File: config.mk
export PLATFORM = sky130hd
export DESIGN_NAME = wb_regfile
export DESIGN_NICKNAME = d
export VERILOG_FILES = /design/src/rtl/wb_regfile.sv
export SDC_FILE = /design/constraint.sdc
export NUM_CORES = 2
export LEC_CHECK = 0
export CAP_MARGIN = 30
export CORE_ASPECT_RATIO = 1.1
export CORE_MARGIN = 5
export CORE_UTILIZATION = 35
export CTS_CLUSTER_DIAMETER = 200
export CTS_CLUSTER_SIZE = 12
export DETAILED_ROUTE_END_ITERATION = 16
export GPL_TIMING_DRIVEN = 0
export HOLD_SLACK_MARGIN = 0.12
export PLACE_DENSITY = 0.52
export REMOVE_ABC_BUFFERS = 1
export SYNTH_ARGS = -nofsm -noshare
export SYNTH_HDL_FRONTEND = slang
export SYNTH_SLANG_ARGS = --single-unit
File: constraint.sdc
create_clock -name clk_i -period 49.7 [get_ports clk_i]
set_clock_uncertainty 0.05 [all_clocks]
set_input_delay 9.94 -clock clk_i [delete_from_list [all_inputs] [get_ports clk_i]]
set_output_delay 9.94 -clock clk_i [all_outputs]
set_load 0.1 [all_outputs]
File: src/rtl/wb_regfile.sv
// wb_regfile: 32x32 writeback register file with bypassed reads and a pending-write hazard scoreboard
module wb_regfile #(
    parameter int CNT_W = 2
) (
    input  logic        clk_i,
    input  logic        rst_i,
    input  logic [31:0] w_data_i,
    input  logic        w_reg_write_enable_i,
    input  logic [31:0] w_write_addr_i,
    input  logic [4:0]  d_rs1_addr_i,
    input  logic [4:0]  d_rs2_addr_i,
    input  logic        d_rs1_use_i,
    input  logic        d_rs2_use_i,
    input  logic        d_issue_i,
    input  logic        d_rd_we_i,
    input  logic [4:0]  d_rd_addr_i,
    input  logic        flush_i,
    output logic [31:0] d_rs1_data_o,
    output logic [31:0] d_rs2_data_o,
    output logic        d_hazard_o,
    output logic        err_o
);
    localparam logic [CNT_W-1:0] PEND_MAX = '1;
    logic [31:0]      regs_q [32];
    logic [31:0]      regs_d [32];
    logic [CNT_W-1:0] pend_q [32];
    logic [CNT_W-1:0] pend_d [32];
    logic             err_q, err_d;
    logic [4:0]       w_addr;
    logic             commit, inc;
    logic [31:0]      inc_v, dec_v;
    logic [CNT_W-1:0] eff1, eff2;
    logic             unused_addr_hi;
    assign unused_addr_hi = ^w_write_addr_i[31:5];
    assign w_addr = w_write_addr_i[4:0];
    assign commit = w_reg_write_enable_i && w_addr != 5'd0;
    assign inc    = d_issue_i && d_rd_we_i && d_rd_addr_i != 5'd0;
    assign inc_v  = inc ? 32'd1 << d_rd_addr_i : 32'd0;
    assign dec_v  = commit ? 32'd1 << w_addr : 32'd0;
    // a commit landing this cycle already relieves the hazard it resolves
    assign eff1 = pend_q[d_rs1_addr_i] - CNT_W'(dec_v[d_rs1_addr_i]);
    assign eff2 = pend_q[d_rs2_addr_i] - CNT_W'(dec_v[d_rs2_addr_i]);
    assign d_rs1_data_o = d_rs1_addr_i == 5'd0 ? 32'd0 :
                          dec_v[d_rs1_addr_i] ? w_data_i : regs_q[d_rs1_addr_i];
    assign d_rs2_data_o = d_rs2_addr_i == 5'd0 ? 32'd0 :
                          dec_v[d_rs2_addr_i] ? w_data_i : regs_q[d_rs2_addr_i];
    assign d_hazard_o = (d_rs1_use_i && d_rs1_addr_i != 5'd0 && eff1 != '0) ||
                        (d_rs2_use_i && d_rs2_addr_i != 5'd0 && eff2 != '0) ||
                        (d_rd_we_i && d_rd_addr_i != 5'd0 && pend_q[d_rd_addr_i] == PEND_MAX);
    assign err_o = err_q;
    always_comb begin
        regs_d = regs_q;
        pend_d = pend_q;
        err_d  = err_q || (d_issue_i && d_hazard_o);
        if (commit) regs_d[w_addr] = w_data_i;
        for (int r = 1; r < 32; r++) begin
            if (inc_v[r] && !dec_v[r]) begin
                if (pend_q[r] == PEND_MAX) err_d = 1'b1;
                else pend_d[r] = pend_q[r] + 1'b1;
            end else if (dec_v[r] && !inc_v[r]) begin
                if (pend_q[r] == '0) err_d = 1'b1;
                else pend_d[r] = pend_q[r] - 1'b1;
            end
        end
        if (flush_i) pend_d = '{default: '0};
    end
    always_ff @(posedge clk_i or posedge rst_i) begin
        if (rst_i) begin
            regs_q <= '{default: '0};
            pend_q <= '{default: '0};
            err_q  <= 1'b0;
        end else begin
            regs_q <= regs_d;
            pend_q <= pend_d;
            err_q  <= err_d;
        end
    end
endmodule

Word-level counts from Yosys, hierarchy flattened
Cells that the tools add are included.
- muxes and demuxes: 277
- bitwise operators: 4
- shift operators: 2
- magnitude comparators: 7
- equal/unequal tests: 94
- $add $sub $neg: 64
- reduce and logical (&&, ||, !) cells: 239
- operators by type and width (cell ; count):
    $bwmux 1024 ; 1
    $mux 32 ; 11
    $bmux 32 s5 ; 2
    $mux 2 ; 130
    $ne 3x3->1 const B ; 62
    $demux 32 s5 ; 1
    $mux 1 ; 126
    $reduce_and 3->1 ; 31
    $reduce_bool 3->1 ; 31
    $logic_and 1x1->1 ; 73
    $eq 2x2->1 const B ; 32
    $shl 1x5->32 const A ; 2
    $add 2x1->2 const B ; 31
    $logic_not 1->1 ; 62
    $logic_not 2->1 ; 31
    $mux 62 ; 1
    $sub 2x1->2 const B ; 31
    $bmux 2 s5 ; 3
    $ge 6x6->1 const B ; 4
    $not 5->6 ; 4
    $reduce_bool 5->1 ; 4
    $lt 5x6->1 const B ; 2
    $bmux 1 s5 ; 2
    $logic_not 5->1 ; 2
    other kinds (4) ; 8
- register bits after elaboration: 1087
- logic and storage cells: 751

Depth between registers and ports, before layout
- depth after elaboration: 105
- mapped depth: 12
- gate-level depth less buffers: 8

Least setup slack after synthesis
Ideal clock, no wire load.
- kind: in2out
- start point: input d_rs2_addr_i[0]
- end point: output d_rs2_data_o[10]
- setup slack: 25745 ps
- stages on the path: 10
- buffers on the path: 4
- required time: 39710 ps
- arrival time: 13965 ps
- cell sequence: buf_2 -> buf_4 -> buf_2 -> nor4_1 -> o31ai_1 -> nor2_1 -> a21oi_1 -> buf_2 -> nor2_1 -> a211oi_1
- cells in the longest elaborated chain, start to end: 6
- elaborated cells between the ends (all ways): 9
- those cells by class: mux (7); bitwise (1); reduce/logical (1)
- RTL lines (element ; RTL line ; RTL):
    start: declaration ; 11 ; input logic [4:0] d_rs2_addr_i,
    $not 5->6 (not written as such) ; 46 ; dec_v[d_rs2_addr_i] ? w_data_i : regs_q[d_rs2_addr_i];
    $bmux 32 s5 ; 46 ;
    $mux 32 (not written as such) (2 in series) ; 46 ;
    $mux 32 ; 46 ;
    $mux 32 (*) ; 45 ; assign d_rs2_data_o = d_rs2_addr_i == 5'd0 ? 32'd0 :
    end: declaration ; 19 ; output logic [31:0] d_rs2_data_o,
Mark *: on every way between the ends. The rest lies on a longest branch, timed or not. The select of a mux whose other input is x is not followed.

Worst setup path after layout
- start point: input w_write_addr_i[0]
- end point: output d_rs2_data_o[9]
- cells in the longest elaborated chain, start to end: 7
- elaborated cells between the ends (all ways): 8
- those cells by class: shift (1); mux (5); reduce/logical (2)
- RTL lines (element ; RTL line ; RTL):
    start: declaration ; 9 ; input logic [31:0] w_write_addr_i,
    $reduce_bool 5->1 ; 36 ; assign commit = w_reg_write_enable_i && w_addr != 5'd0;
    $logic_and 1x1->1 ; 36 ;
    $mux 32 (*) ; 39 ; assign dec_v = commit ? 32'd1 << w_addr : 32'd0;
    $bmux 1 s5 (*) ; 46 ;
    $mux 1 (not written as such) (*) ; 46 ;
    $mux 32 (*) ; 46 ;
    $mux 32 (*) ; 45 ;
Marked as above.

==> results.cfg <==
[global_routing]
track_usage = 0.227
grt_pass1_wl_mm = 303
antenna_found_initial = 5
grt_max_degree = 121
gr-total-overflow = 0
first_global_vias = 42800

[power_and_ir_drop]
finalPower_mw = 2.51
clkPwrFrac = 0.282
sw_frac_of_total = 0.310
seq_power_share = 0.458
p_switching_uw = 777
intPower_mw = 1.73
pwr-share-comb = 0.259
ir_drop_mv = 0.0275
cellPowerDensity_nw_per_um2 = 36.3
power_leakage_nw = 29.8

[cts]
cts_setup_buffers = 0
cts-root-buf = clkbuf_16
cts_buffer_depth = 3
cts_hold_buffers = 0
clkTransAtPathRegs_ns = 0.06
cts_buffers = 100
insertion_delay_ns = 0.71
cts_max_level = 3
clkSinkCount = 1087
cts_resized = 0
cts_tree = yes

[setup_path]
crit_buf_inv = 5
cp_cell_sequence = clkdlybuf4s50_1 > and4bb_2 > nand2_4 > buf_12 > nor4_1 > o31ai_1 > nor2_1 > a21oi_4 > buf_12 > buf_12 > nor2_1 > a211oi_1 > clkdlybuf4s50_1
slowest_stage = clkdlybuf4s50_1
path_common_cell = buf_12
r2r_cells = 7
cp.arrival_ns = 15.64
worstReg2RegEnd = err_o
crit_required_ns = 39.71
r2r_setup_slack_ns = 46.80
critPathMaxStageDelay_ns = 1.31
startpoint_type = input port
crit_path_end_kind = output pin
critPathTopFamily = buffers and inverters
criticalPathCategory = in2out
critPathMaxFanout = 21
r2r-start = pend_q[25]

[logic_synthesis]
ys_top_cells_by_area = dfrtp_1, mux4_2, mux2_2, nand2_1, clkbuf_1
synth_flop_cell = dfrtp_1
synth_cells = 4875
yosysTopAreaCell = dfrtp_1
syn-cell-area_sq_um = 60600
ys_seq_elements = 1087
seq_area_frac_synth = 0.449
avgSynthCellArea_sq_um = 12.4
yosys.cell_types.count = 70
yosysWarnings = 0
synth_edf_count = 0
async_reset_ff_frac = 1.00
synth_top_area_share = 0.449

[die]
dieArea_sq_um = 182000
io_pins = 153
die_y_microns = 447
start_util = 0.351
die_w_microns = 407
core_area_sq_um = 173000
core.rowCount = 160

[routing]
drt_iter0_markers = 4463
drt-total-wl_mm = 205
vias = 42100
dr.pass1.iters = 5
wl_per_cell_microns = 29.2
drtAntennaViolNets = 0
drc = 0
vias_per_cell = 5.98

[worst_hold_path]
min_path_type = reg2reg
hold_depth = 0
hold-path-endpoint = regs_q[996]
min-delay-start = regs_q[996]

[layout]
area_growth_pct = 14.0
layout.nets = 4846
layout-drive-gt1-share = 0.346
regArea_sq_um = 27200
multi_input_area_sq_um = 31700
n_fill_cell = 16100

[sta]
drv_slew = 0
min_period_over_period = 0.516
grt_setup_unrepaired = no
tightest_slew_ns = 1.10
fmax_mhz = 39.0
tns_ns = 0
min_period_ns = 25.63
setup_viol = 0
slew_headroom = 0.262
hold_viol_final = 0

[job]
drv_cap = 0

[run_status]
status = complete, no violations

[place]
gp_congestion = 0.825
io_buffers = 125
hpwl_mm = 130
## worst max-delay path by stage
stage / cells past startpoint / endpoint / from
6_report: 13 / d_rs2_data_o[9] / w_write_addr_i[0]
5_1_grt: 13 / d_rs2_data_o[9] / w_write_addr_i[0]
4_1_cts: 13 / d_rs2_data_o[9] / w_write_addr_i[0]
3_5_place_dp: 13 / d_rs2_data_o[9] / w_write_addr_i[0]
3_3_place_gp: 4 / d_rs2_data_o[9] / d_rs2_addr_i[0]
2_1_floorplan: 1 / err_o / rst_i
## routing by layer
layer  vias up  routed length (microns)  global-route usage
met4         0                     6400              0.0704
li1      17500                        -                   -
met5         -                        0                   0
met1     22600                    90300               0.333
met3       279                    15400              0.0381
met2      1712                    93400               0.346
## cells by family after synthesis
| family | synth area share |
|---|---|
| AOI/OAI and AO/OA | 0.0275 |
| DFF | 0.449 |
| xor gates and xnor gates | 0.00130 |
| buffers and inverters | 0.0344 |
| and+or+nand+nor | 0.107 |
| muxes | 0.381 |
## registers in the layout (all words and copies together), names as in the netlist
| name | count |
|---|---|
| regs_q | 1024 |
| pend_q | 62 |
| err_o | 1 |
## per-stage QoR
stage                     worst slack [ns]  cells  instance area (sq um)  hold slack, ns   util
after floorplan                       9.11   4376                  58600           0.315      -
after global placement              -34.98   6769                  62700           0.326  0.364
after detailed placement             24.32   6922                  66400           0.334  0.385
after CTS                            24.29   7030                  69100           0.348  0.400
after global routing                 24.01   7035                  69100           0.356  0.400
final                                24.07   7040                  69100           0.344  0.400
## cells in the final DEF (no fill, tap or decap), types with 38 or more instances in the layout
cell | netlist | final
buf_12 | 0 | 38
dfrtp_1 | 1087 | 1087
o21ai_0 | 48 | 48
mux2i_1 | 68 | 68
clkbuf_16 | 0 | 101
buf_16 | 0 | 77
nand3_1 | 48 | 48
clkdlybuf4s50_1 | 0 | 115
nand2_1 | 1164 | 1155
mux2_2 | 644 | 644
a21oi_1 | 115 | 114
nor2_1 | 218 | 191
mux4_2 | 673 | 673
## power groups by stage
| stage | logic [mW] | registers [mW] | clock network (mW) |
|---|---|---|---|
| after detailed placement | 0.656 | 1.16 | 0 |
| after CTS | 0.657 | 1.15 | 0.727 |
| after global placement | 0.716 | 1.16 | 0 |
| after global routing | 0.698 | 1.17 | 0.756 |
| after floorplan | 0.474 | 1.13 | 0 |
| final | 0.651 | 1.15 | 0.708 |
## synth_stat cells, types with 7 or more instances
library cell and instances:
a211oi_1 35, a21oi_1 115, a31oi_1 26, and2_1 8, and3_1 8, buf_1 44
buf_2 76, buf_4 7, clkbuf_1 371, dfrtp_1 1087, inv_1 22, mux2_2 644
mux2i_1 68, mux4_2 673, nand2_1 1164, nand2b_1 17, nand3_1 48, nand4_1 14
nor2_1 218, nor2b_1 15, nor3_1 32, nor4_1 12, o21ai_0 48, or3_1 32
## layout make-up
| type | count | share of cell area |
|---|---|---|
| timing repair buffer | 281 | 0.0669 |
| inverter | 22 | 0.00141 |
| clock buffer | 101 | 0.0366 |
| multi-input combinational | 3267 | 0.459 |
| sequential | 1087 | 0.394 |
| tap | 2268 | 0.0411 |
| clock inverter | 7 | 0.00163 |
| antenna | 7 | 0.000253 |
No activity file was read; power rests on OpenSTA's default activity.
